## src/rtl/filter_pkg.sv

```systemverilog
// Shared types and constants for the 5x5 filter line-buffer controller.
package filter_pkg;

  typedef enum logic [1:0] {
    IDLE = 2'd0,
    FILL = 2'd1,
    RUN  = 2'd2
  } state_t;

  localparam int LN_NUM = 4;
  localparam logic [LN_NUM-1:0] WEN_INIT = 4'b0001;

  function automatic logic [LN_NUM-1:0] rotl_wen(input logic [LN_NUM-1:0] ptr);
    return {ptr[LN_NUM-2:0], ptr[LN_NUM-1]};
  endfunction

endpackage

```

## src/rtl/filter_sync_delay.sv

```systemverilog
// Fixed-latency delay of the {vs, hs, de} sync bundle, aligning it with the window pipeline.
module filter_sync_delay #(
  parameter int PIPE_LAT = 4
) (
  input  logic       clk,
  input  logic       rstn,
  input  logic [2:0] sync,
  output logic [2:0] sync_dly
);

  logic [2:0] pipe [PIPE_LAT];

  always_ff @(posedge clk or negedge rstn) begin
    if (!rstn) begin
      for (int i = 0; i < PIPE_LAT; i++) pipe[i] <= '0;
    end else begin
      pipe[0] <= sync;
      for (int i = 1; i < PIPE_LAT; i++) pipe[i] <= pipe[i-1];
    end
  end

  assign sync_dly = pipe[PIPE_LAT-1];

endmodule

```

## src/rtl/filter_line_ctrl_5x5.sv

```systemverilog
// Line-buffer write/read sequencing and window-valid control for a 5x5 filter.
// Border masking is compiled in when FILTER_BORDER_MASK_EN is defined.
//   state | meaning
//   IDLE  | no frame seen since reset, pixel activity ignored
//   FILL  | first four lines of a frame being written, no window yet
//   RUN   | line buffers primed, convolution enabled on active pixels
module filter_line_ctrl_5x5 #(
  parameter int ADDR_WIDTH = 12,
  parameter int MAX_WIDTH  = 1920,
  parameter int PIPE_LAT   = 4
) (
  input  logic                  clk,
  input  logic                  rstn,
  input  logic                  i_vs,
  input  logic                  i_hs,
  input  logic                  i_de,
  input  logic                  i_bypass,
  output logic [3:0]            o_mem_wen,
  output logic                  o_mem_ren,
  output logic [ADDR_WIDTH-1:0] o_mem_addr,
  output logic [1:0]            o_conv_ln_sel,
  output logic                  o_conv_en,
  output logic                  o_bypass,
  output logic                  o_border,
  output logic                  o_err,
  output logic                  o_vs,
  output logic                  o_hs,
  output logic                  o_de
);
  import filter_pkg::*;

  localparam logic [ADDR_WIDTH-1:0] ADDR_LAST = ADDR_WIDTH'(MAX_WIDTH - 1);

  state_t state, state_nxt;
  logic vs_q, de_q;
  logic vs_rise, de_rise, de_fall, active, line_end, ovf, border;
  logic [2:0] line_cnt;
  logic [LN_NUM-1:0] wen_ptr;
  logic [1:0] ln_sel;
  logic [ADDR_WIDTH-1:0] addr_q, addr_cur;
  logic full_q, err_q, byp_q;
  logic [2:0] sync_dly;

  assign vs_rise  = i_vs & ~vs_q;
  assign de_rise  = i_de & ~de_q;
  assign de_fall  = ~i_de & de_q;
  assign active   = (state != IDLE);
  // A frame restart on the same cycle as a line end wins; the rotation is dropped.
  assign line_end = active & de_fall & ~vs_rise;
  assign addr_cur = (!active || de_rise) ? '0 : addr_q;
  // full_q marks that the last legal address was already written this line.
  assign ovf      = active & i_de & ~de_rise & full_q;

  always_ff @(posedge clk or negedge rstn) begin
    if (!rstn) state <= IDLE;
    else       state <= state_nxt;
  end

  always_comb begin
    state_nxt = state;
    o_mem_ren = 1'b0;
    o_mem_wen = '0;
    o_conv_en = 1'b0;
    if (vs_rise) begin
      state_nxt = FILL;
    end else if (state == FILL && line_end && line_cnt == 3'd3) begin
      state_nxt = RUN;
    end
    if (active && i_de) begin
      o_mem_ren = 1'b1;
      if (!ovf) o_mem_wen = wen_ptr;
    end
    if (state == RUN && i_de && !byp_q && !border) o_conv_en = 1'b1;
  end

  always_ff @(posedge clk or negedge rstn) begin
    if (!rstn) begin
      vs_q     <= 1'b0;
      de_q     <= 1'b0;
      line_cnt <= '0;
      wen_ptr  <= WEN_INIT;
      ln_sel   <= '0;
      addr_q   <= '0;
      full_q   <= 1'b0;
      err_q    <= 1'b0;
      byp_q    <= 1'b0;
    end else begin
      vs_q <= i_vs;
      de_q <= i_de;
      if (vs_rise) begin
        line_cnt <= '0;
        wen_ptr  <= WEN_INIT;
        ln_sel   <= '0;
        addr_q   <= '0;
        full_q   <= 1'b0;
        err_q    <= 1'b0;
        byp_q    <= i_bypass;
      end else if (active) begin
        if (i_de) begin
          addr_q <= (addr_cur == ADDR_LAST) ? ADDR_LAST : addr_cur + ADDR_WIDTH'(1);
          full_q <= (addr_cur == ADDR_LAST);
          if (ovf) err_q <= 1'b1;
        end
        if (line_end) begin
          wen_ptr <= rotl_wen(wen_ptr);
          ln_sel  <= ln_sel + 2'd1;
          if (line_cnt != 3'd4) line_cnt <= line_cnt + 3'd1;
        end
      end
    end
  end

`ifdef FILTER_BORDER_MASK_EN
  logic [ADDR_WIDTH:0] width_q;
  logic [1:0]          run_lines;

  always_ff @(posedge clk or negedge rstn) begin
    if (!rstn) begin
      width_q   <= '0;
      run_lines <= '0;
    end else if (vs_rise) begin
      run_lines <= '0;
    end else if (line_end) begin
      width_q <= full_q ? (ADDR_WIDTH+1)'(MAX_WIDTH) : {1'b0, addr_q};
      if (state == RUN && run_lines != 2'd2) run_lines <= run_lines + 2'd1;
    end
  end

  // Edges are judged against the width of the previous line.
  assign border = i_de && (state == RUN) &&
                  (run_lines != 2'd2 || addr_cur < ADDR_WIDTH'(2) ||
                   ({1'b0, addr_cur} + (ADDR_WIDTH+1)'(2)) >= width_q);
`else
  assign border = 1'b0;
`endif

  assign o_mem_addr    = addr_cur;
  assign o_conv_ln_sel = ln_sel;
  assign o_bypass      = byp_q;
  assign o_border      = border;
  assign o_err         = err_q;

  filter_sync_delay #(
    .PIPE_LAT(PIPE_LAT)
  ) u_sync_delay (
    .clk     (clk),
    .rstn    (rstn),
    .sync    ({i_vs, i_hs, i_de}),
    .sync_dly(sync_dly)
  );

  assign {o_vs, o_hs, o_de} = sync_dly;

endmodule

```

## config.mk

```make
export PLATFORM = sky130hd
export DESIGN_NAME = filter_line_ctrl_5x5
export DESIGN_NICKNAME = d
export VERILOG_FILES = /design/src/rtl/filter_pkg.sv /design/src/rtl/filter_sync_delay.sv /design/src/rtl/filter_line_ctrl_5x5.sv
export SDC_FILE = /design/constraint.sdc
export NUM_CORES = 1
export LEC_CHECK = 0
export ABC_AREA = 1
export CAP_MARGIN = 20
export CORE_MARGIN = 2
export CORE_UTILIZATION = 55
export CTS_BUF_LIST = sky130_fd_sc_hd__clkbuf_8
export DETAILED_ROUTE_END_ITERATION = 8
export DONT_BUFFER_PORTS = 1
export PLACE_DENSITY = 0.7
export SLEW_MARGIN = 20
export SYNTH_ARGS = -nofsm -noshare
export SYNTH_HDL_FRONTEND = slang
export SYNTH_SLANG_ARGS = --single-unit
export TNS_END_PERCENT = 1
```

## constraint.sdc

```tcl
create_clock -name clk -period 2 [get_ports clk]
set_input_delay 0.4 -clock clk [delete_from_list [all_inputs] [get_ports clk]]
set_output_delay 0.4 -clock clk [all_outputs]
set_load 0.02 [all_outputs]
```

==> reports/results.tsv, run 1 <==
metric	value	unit
status	finished clean	
drt total wl	3.92	mm
critical path required time	1600	ps
Final GP Congestion	0.879	
fillers	297	
Syn Area/Cell	8.95	µm²
n_diodes	0	
Tot GR Track Use	21.3	%
Area growth syn-to-layout	13.8	%
initial antenna violation count	0	
Die Width	63.3	µm
Met1 Wirelength	1.71	mm
WP buf/inv	2	
met3 wire len	214	µm
endpoints failing setup	0	
Hold Path Depth	0	
Core Rows	21	
Worst Tran Pin Value	549	ps
layout cells sized above 1	21.0	%
grt ovf	0	
Final nets	242	
Hold Vio Cnt, Final	0	
min-delay src	i_de	
drt first-iter violations	105	
post-layout min period	1930	ps
synth warn	0	
max layer used	met4	
clk_lat worst skew	290	ps
first-pass GRT wire length	6.61	mm
drt wl/cell	14.0	µm
full die area	4000	µm²
crit-path cells	nor2_1, nor2_4, inv_4, nor3_1, buf_4	
slowest cell on the critical path	dfrtp_1	
Crit path max-delay family	simple AND/OR/NAND/NOR gates	
register area share after synthesis	49.3	%
Synth Register Bits	38	
largest area contributor in the netlist	dfrtp_1	
clock buffer depth	2	
leakage power	1.05	nW
Max stage delay on crit path	420	ps
CTS tree	built	
worst r2r path cells	11	
Worst Hold End	u_sync_delay.pipe[9]	
cell area after synthesis	1930	µm²
CTS buffer count	5	
Post-Synthesis Cells	216	
vias	1489	
CP Capture Type	output port	
Max Freq	0.519	GHz
critical setup path kind	flop to output port	
largest net degree at the start of global routing	39	
wire length on met2	1.91	mm
root buf cell	clkbuf_8	
IO Pins	32	
post-synth top area share	47.9	%
hold_ws	136	ps
Max Clock Skew	7.33	ps
critical path startpoint category	flop	
WP data arrival	1530	ps
core area	3360	µm²
Final period util	96.3	%
DRC viols	0	
Initial Util	57.5	%
Relative slew margins	63.2	%
Max-Cap Viols	0	
Cell Pwr Density	951	nW/µm²
Synth cell types	33	
R2R Setup Slk	160	ps
vias per inst	5.34	
HP Class	primary input to flop	
top cells by area, synth	dfrtp_1 (48%), nand2_1 (6.8%), nand3_1 (6.0%)	
Syn Nets	226	
clock-pin slew on the worst setup and hold paths	80	ps
Die Span Y	63.3	µm
post-route ant nets	0	
FF-to-FF End	addr_q[2]	
CTS Sinks	38	
reg2reg start	state[0]	
Slew Limit Fails	0	
TritonRoute pass-1 iters	4	
I/O Buffers	0	
CTS H-tree depth	2	
maximum vdd drop	0.545	mV
vias in the first global route	1451	
Worst Path Max Fanout	6	
Non-Filler Instances	279	
Placed Cells	269	
dpl hpwl	2.90	mm
RSZ-0062 raised after global routing	true	
==> Yosys cell counts <==
library cell	instances
nand2_8	2
inv_2	6
xnor2_1	1
o21bai_1	1
nor4_1	1
nand2_2	3
inv_1	30
nand2_4	1
a21oi_1	5
nand2_1	35
o211ai_1	3
dfrtp_1	37
o21ai_1	4
nor2_4	4
a31oi_4	1
o221ai_1	1
nor3_2	2
conb_1	1
o22ai_1	4
nand3_2	2
o21ai_0	4
nor3_1	4
a22o_1	1
ha_1	4
nor2_8	1
inv_4	2
nor2_2	5
nand4_1	6
nor2_1	19
nand3_1	23
dfstp_2	1
buf_4	1
nor3_4	1
==> worst register-to-register path: stages (launching register included) <==
cell and delay [ps]:
dfrtp_1 410, inv_2 90, nand2_8 100, nand2_8 90, nor2_2 140, ha_1 200
nand2_1 80, nor2_1 120, nand2_1 110, nor2_2 150, nand2_2 130, o211ai_1 130
==> layout by cell type (no fill, tap or decap) <==
| master | instances |
|---|---|
| a21oi_1 | 5 |
| a22o_1 | 1 |
| a31oi_4 | 1 |
| buf_12 | 1 |
| buf_4 | 8 |
| bufinv_16 | 1 |
| clkbuf_8 | 6 |
| conb_1 | 1 |
| dfrtp_1 | 37 |
| dfstp_2 | 1 |
| dlygate4sd3_1 | 1 |
| ha_1 | 4 |
| inv_1 | 31 |
| inv_2 | 6 |
| inv_4 | 2 |
| nand2_1 | 35 |
| nand2_2 | 3 |
| nand2_4 | 1 |
| nand2_8 | 2 |
| nand3_1 | 23 |
| nand3_2 | 2 |
| nand4_1 | 6 |
| nor2_1 | 17 |
| nor2_2 | 6 |
| nor2_4 | 5 |
| nor2_8 | 1 |
| nor3_1 | 4 |
| nor3_2 | 2 |
| nor3_4 | 1 |
| nor4_1 | 1 |
| o211ai_1 | 3 |
| o21ai_0 | 4 |
| o21ai_1 | 4 |
| o21bai_1 | 1 |
| o221ai_1 | 1 |
| o22ai_1 | 4 |
| xnor2_1 | 1 |
==> state kept, by name (all words and copies together), names as in the netlist <==
signal                 count
o_conv_ln_sel              2
state                      2
u_sync_delay.sync_dly      3
vs_q                       1
full_q                     1
wen_ptr                    4
addr_q                    12
line_cnt                   3
o_bypass                   1
u_sync_delay.pipe          8
o_err                      1
==> metrics by stage <==
stage	TNS, ps	worst slack (ps)	instance area (µm²)	utilization, %	total power [mW]
after floorplan	0	75.1	1930	-	1.30
after global placement	0	230	2040	60.8	1.39
after detailed placement	0	148	2040	60.8	1.41
after CTS	0	54.9	2190	65.1	2.10
after global routing	-4.16	-4.16	2200	65.4	2.22
final	0	74.2	2200	65.4	2.09
==> cells by family after synthesis <==
kind of cell,synth area share [%]
compound gates,8.22
xor+xnor,0.453
fa+ha+maj,2.59
buf+inv,8.03
flops,49.3
other cells,0.194
simple gates,31.3
==> power by group <==
part | switching, mW | internal (mW) | leakage, nW
logic | 0.329 | 0.163 | 0.503
registers | 0.0712 | 0.862 | 0.483
clock network | 0.265 | 0.401 | 0.0626
total | 0.665 | 1.43 | 1.05
==> per-layer routing <==
metal	track usage (%)	up-vias
met5	0	-
met4	10.6	0
met3	5.18	8
met2	35.0	46
met1	26.2	702
li1	-	733
==> area by class of cell <==
type / count / area (µm²) / share of cell area (%)
Sequential cell: 38 / 952 / 43.3
Multi-Input combinational cell: 139 / 836 / 38.0
Inverter: 38 / 148 / 6.71
Timing Repair Buffer: 10 / 90.1 / 4.10
Clock buffer: 6 / 82.6 / 3.75
Tap cell: 46 / 57.6 / 2.62
Clock inverter: 2 / 33.8 / 1.54
==> what timing repair did <==
action | in CTS | in global routing
endpoints found under the setup margin | 0 | 12
gates resized for setup | 0 | 3
endpoints found under the hold margin | 38 | 0
hold buffers | 2 | 0
setup buffers | 0 | 0
==> worst max path at each step <==
stage | startpoint | end | slack, ps | depth (start not counted)
final | state[0] | o_mem_wen[1] | 70 | 5
after global routing | state[0] | o_mem_wen[1] | -4 | 5
after CTS | state[0] | o_mem_wen[1] | 50 | 5
after detailed placement | u_sync_delay.pipe[9] | addr_q[2] | 150 | 11
after global placement | u_sync_delay.pipe[9] | addr_q[8] | 230 | 12
after floorplan | u_sync_delay.pipe[9] | addr_q[11] | 80 | 12
(Power assumes the default switching activity.)
==> run 2: changes to the inputs <==
==> constraint.sdc (replaced) <==
create_clock -name clk -period 2.43 [get_ports clk]
set_input_delay 0.486 -clock clk [delete_from_list [all_inputs] [get_ports clk]]
set_output_delay 0.486 -clock clk [all_outputs]
set_load 0.02 [all_outputs]
==> run 2 against run 1 <==
Against the previous run: clock skew grew 3.2 ps; critical path type unchanged; sequential power shrank 18%; register-to-register slack improved by 330 ps; largest cell class unchanged.
==> reports/results.tsv, run 2 (synthesis results as in run 1) <==
metric	value	unit	change
Max Freq	0.502	GHz	
Total Power	1.62	mW	was 2.09 mW
Post-CTS Setup Repair Bufs	0		unchanged
root buf cell	clkbuf_8		unchanged
post-placement cell area	2040	µm²	about the same
setup TNS	0	ps	unchanged
Comb pwr share	24.2	%	was 23.5%
clock buffer depth	2		unchanged
sequential power share	47.4	%	was 44.6%
leakage power	1.02	nW	was 1.05 nW
Initial Util	57.5	%	unchanged
I/O Buffers	0		unchanged
Max-Cap Viols	0		unchanged
Cell Pwr Density	754	nW/µm²	was 951 nW/µm²
n_diodes	0		unchanged
vias in the first global route	1493		was 1451
largest registers	addr_q (12), u_sync_delay.pipe (8), wen_ptr (4)		unchanged
vias per inst	5.38		was 5.34
Max Clock Skew	10.5	ps	was 7.33 ps
clock power share	28.4	%	was 31.8%
TritonRoute pass-1 iters	4		unchanged
RSZ-0062 raised after global routing	false		was true
grt ovf	0		unchanged
most common cell after layout, fill and taps aside	dfrtp_1		unchanged
Final GP Congestion	0.857		was 0.879
status	finished clean		unchanged
Final period util	82.0	%	
Max stage delay on crit path	410	ps	was 420 ps
CTS buffer count	5		unchanged
layout cells sized above 1	20.3	%	was 21.0%
initial antenna violation count	0		unchanged
CTS tree	built		unchanged
slowest cell on the critical path	dfrtp_1		unchanged
Slew Limit Fails	0		unchanged
Reg with most FFs	addr_q		unchanged
Final Core Density	64.0	%	was 65.4%
endpoints failing setup	0		unchanged
critical path required time	1940	ps	was 1600 ps
critical path startpoint category	flop		unchanged
IO Pins	32		unchanged
Tot GR Track Use	21.7	%	was 21.3%
post-layout min period	1990	ps	
maximum vdd drop	0.520	mV	was 0.545 mV
Placed Cells	268		was 269
DRC viols	0		unchanged
vias	1491		was 1489
CTS H-tree depth	2		unchanged
CTS Sinks	38		unchanged
clk_lat worst skew	300	ps	was 290 ps
Area growth syn-to-layout	11.3	%	was 13.8%
largest net degree at the start of global routing	38		was 39
core area	3360	µm²	unchanged
first-pass GRT wire length	6.64	mm	was 6.61 mm
P_sw	0.556	mW	was 0.665 mW
dpl hpwl	2.85	mm	was 2.90 mm
Pint	1.07	mW	was 1.43 mW
Hold Vio Cnt, Final	0		unchanged
Crit path max-delay family	simple AND/OR/NAND/NOR gates		unchanged
full die area	4000	µm²	unchanged
CP Capture Type	output port		unchanged
clock-pin slew on the worst setup and hold paths	80	ps	about the same
Relative slew margins	66.2	%	was 63.2%
Die Width	63.3	µm	unchanged
drt first-iter violations	132		was 105
most frequent cells in the layout	dfrtp_1 (37), nand2_1 (35), inv_1 (30), nand3_1 (23), nor2_1 (19)		was dfrtp_1 (37), nand2_1 (35), inv_1 (31), nand3_1 (23), nor2_1 (17)
Core Rows	21		unchanged
critical setup path kind	flop to output port		unchanged
Non-Filler Instances	277		was 279
Switching Share	34.3	%	was 31.8%
Worst Tran Pin Value	505	ps	was 549 ps
drt wl/cell	13.9	µm	was 14.0 µm
Die Span Y	63.3	µm	unchanged
Final Cell Area	2150	µm²	was 2200 µm²
Worst Path Max Fanout	6		unchanged
post-route ant nets	0		unchanged
HP Class	primary input to asynchronous set/reset pin		was primary input to flop
crit-path cells	nor2_1, nor2_4, inv_4, nor3_1, buf_4		unchanged
max reg flops	12		unchanged
Final nets	240		was 242
WP buf/inv	2		unchanged
drt total wl	3.84	mm	was 3.92 mm
WP data arrival	1510	ps	was 1530 ps
[run 2: changes by cell type in the layout (fill, tap and decap cells not counted)]
cell           delta
clkinv_2          +1
inv_1             -1
clkinvlp_4        +1
nor2_1            +2
nor2_4            -1
bufinv_16         -1
dlygate4sd3_1     -1
buf_4             -1
nor2_2            -1
[run 2: cell type report]
type,instances,area [µm²]
fillers,314,1210
flip-flops and latches,38,952
repair buffers,8,72.6
well taps,46,57.6
inverters,38,148
clock buffers,6,82.6
multi-input cells,139,826
clock inverters,2,12.5
[run 2: timing repair]
action	4_1_cts	5_1_grt
endpoints found under the hold margin	37	0
gates resized for setup	0	0
hold buffers	1	0
[run 2: worst paths after layout]
check / from / end / slack (ps) / cells after the start
max in group asynchronous: rstn / line_cnt[0] / 2220 / 1
min in group clk: i_de / u_sync_delay.pipe[9] / 220 / 0
min reg2reg: u_sync_delay.pipe[8] / u_sync_delay.pipe[5] / 350 / 0
max: state[0] / o_mem_wen[2] / 440 / 5
max reg2reg: u_sync_delay.pipe[9] / addr_q[8] / 490 / 12
min: rstn / addr_q[5] / 10 / 1
[run 2: per-stage QoR]
| step | worst slack [ps] | hold slack [ps] |
|---|---|---|
| 4_1_cts | 424 | 18.6 |
| 5_1_grt | 327 | 7.11 |
| 6_report | 438 | 14.4 |
| 3_3_place_gp | 610 | 192 |
| 2_1_floorplan | 445 | 190 |
| 3_5_place_dp | 463 | 191 |
[run 2: power by group through the flow]
stage	clock network [mW]	registers, mW	logic (mW)
after global placement	0	0.777	0.365
after CTS	0.468	0.769	0.399
after floorplan	0	0.770	0.297
final	0.460	0.769	0.393
after global routing	0.503	0.777	0.443
after detailed placement	0	0.782	0.382
[run 2: worst reg2reg max path, delay by kind of cell, from the launching register on]
family | cells | cell delay, ps
simple gates | 8 | 980
buf+inv | 2 | 150
compound gates | 1 | 90
flops | 1 | 370
fa+ha+maj | 1 | 220
[run 2: layer usage]
layer	vias up	global-route usage, %	part of all wire [%]
met3	5	6.96	6.5
li1	727	-	-
met2	43	35.2	48
met4	0	9.24	1.4
met1	716	26.8	44
met5	-	0	0
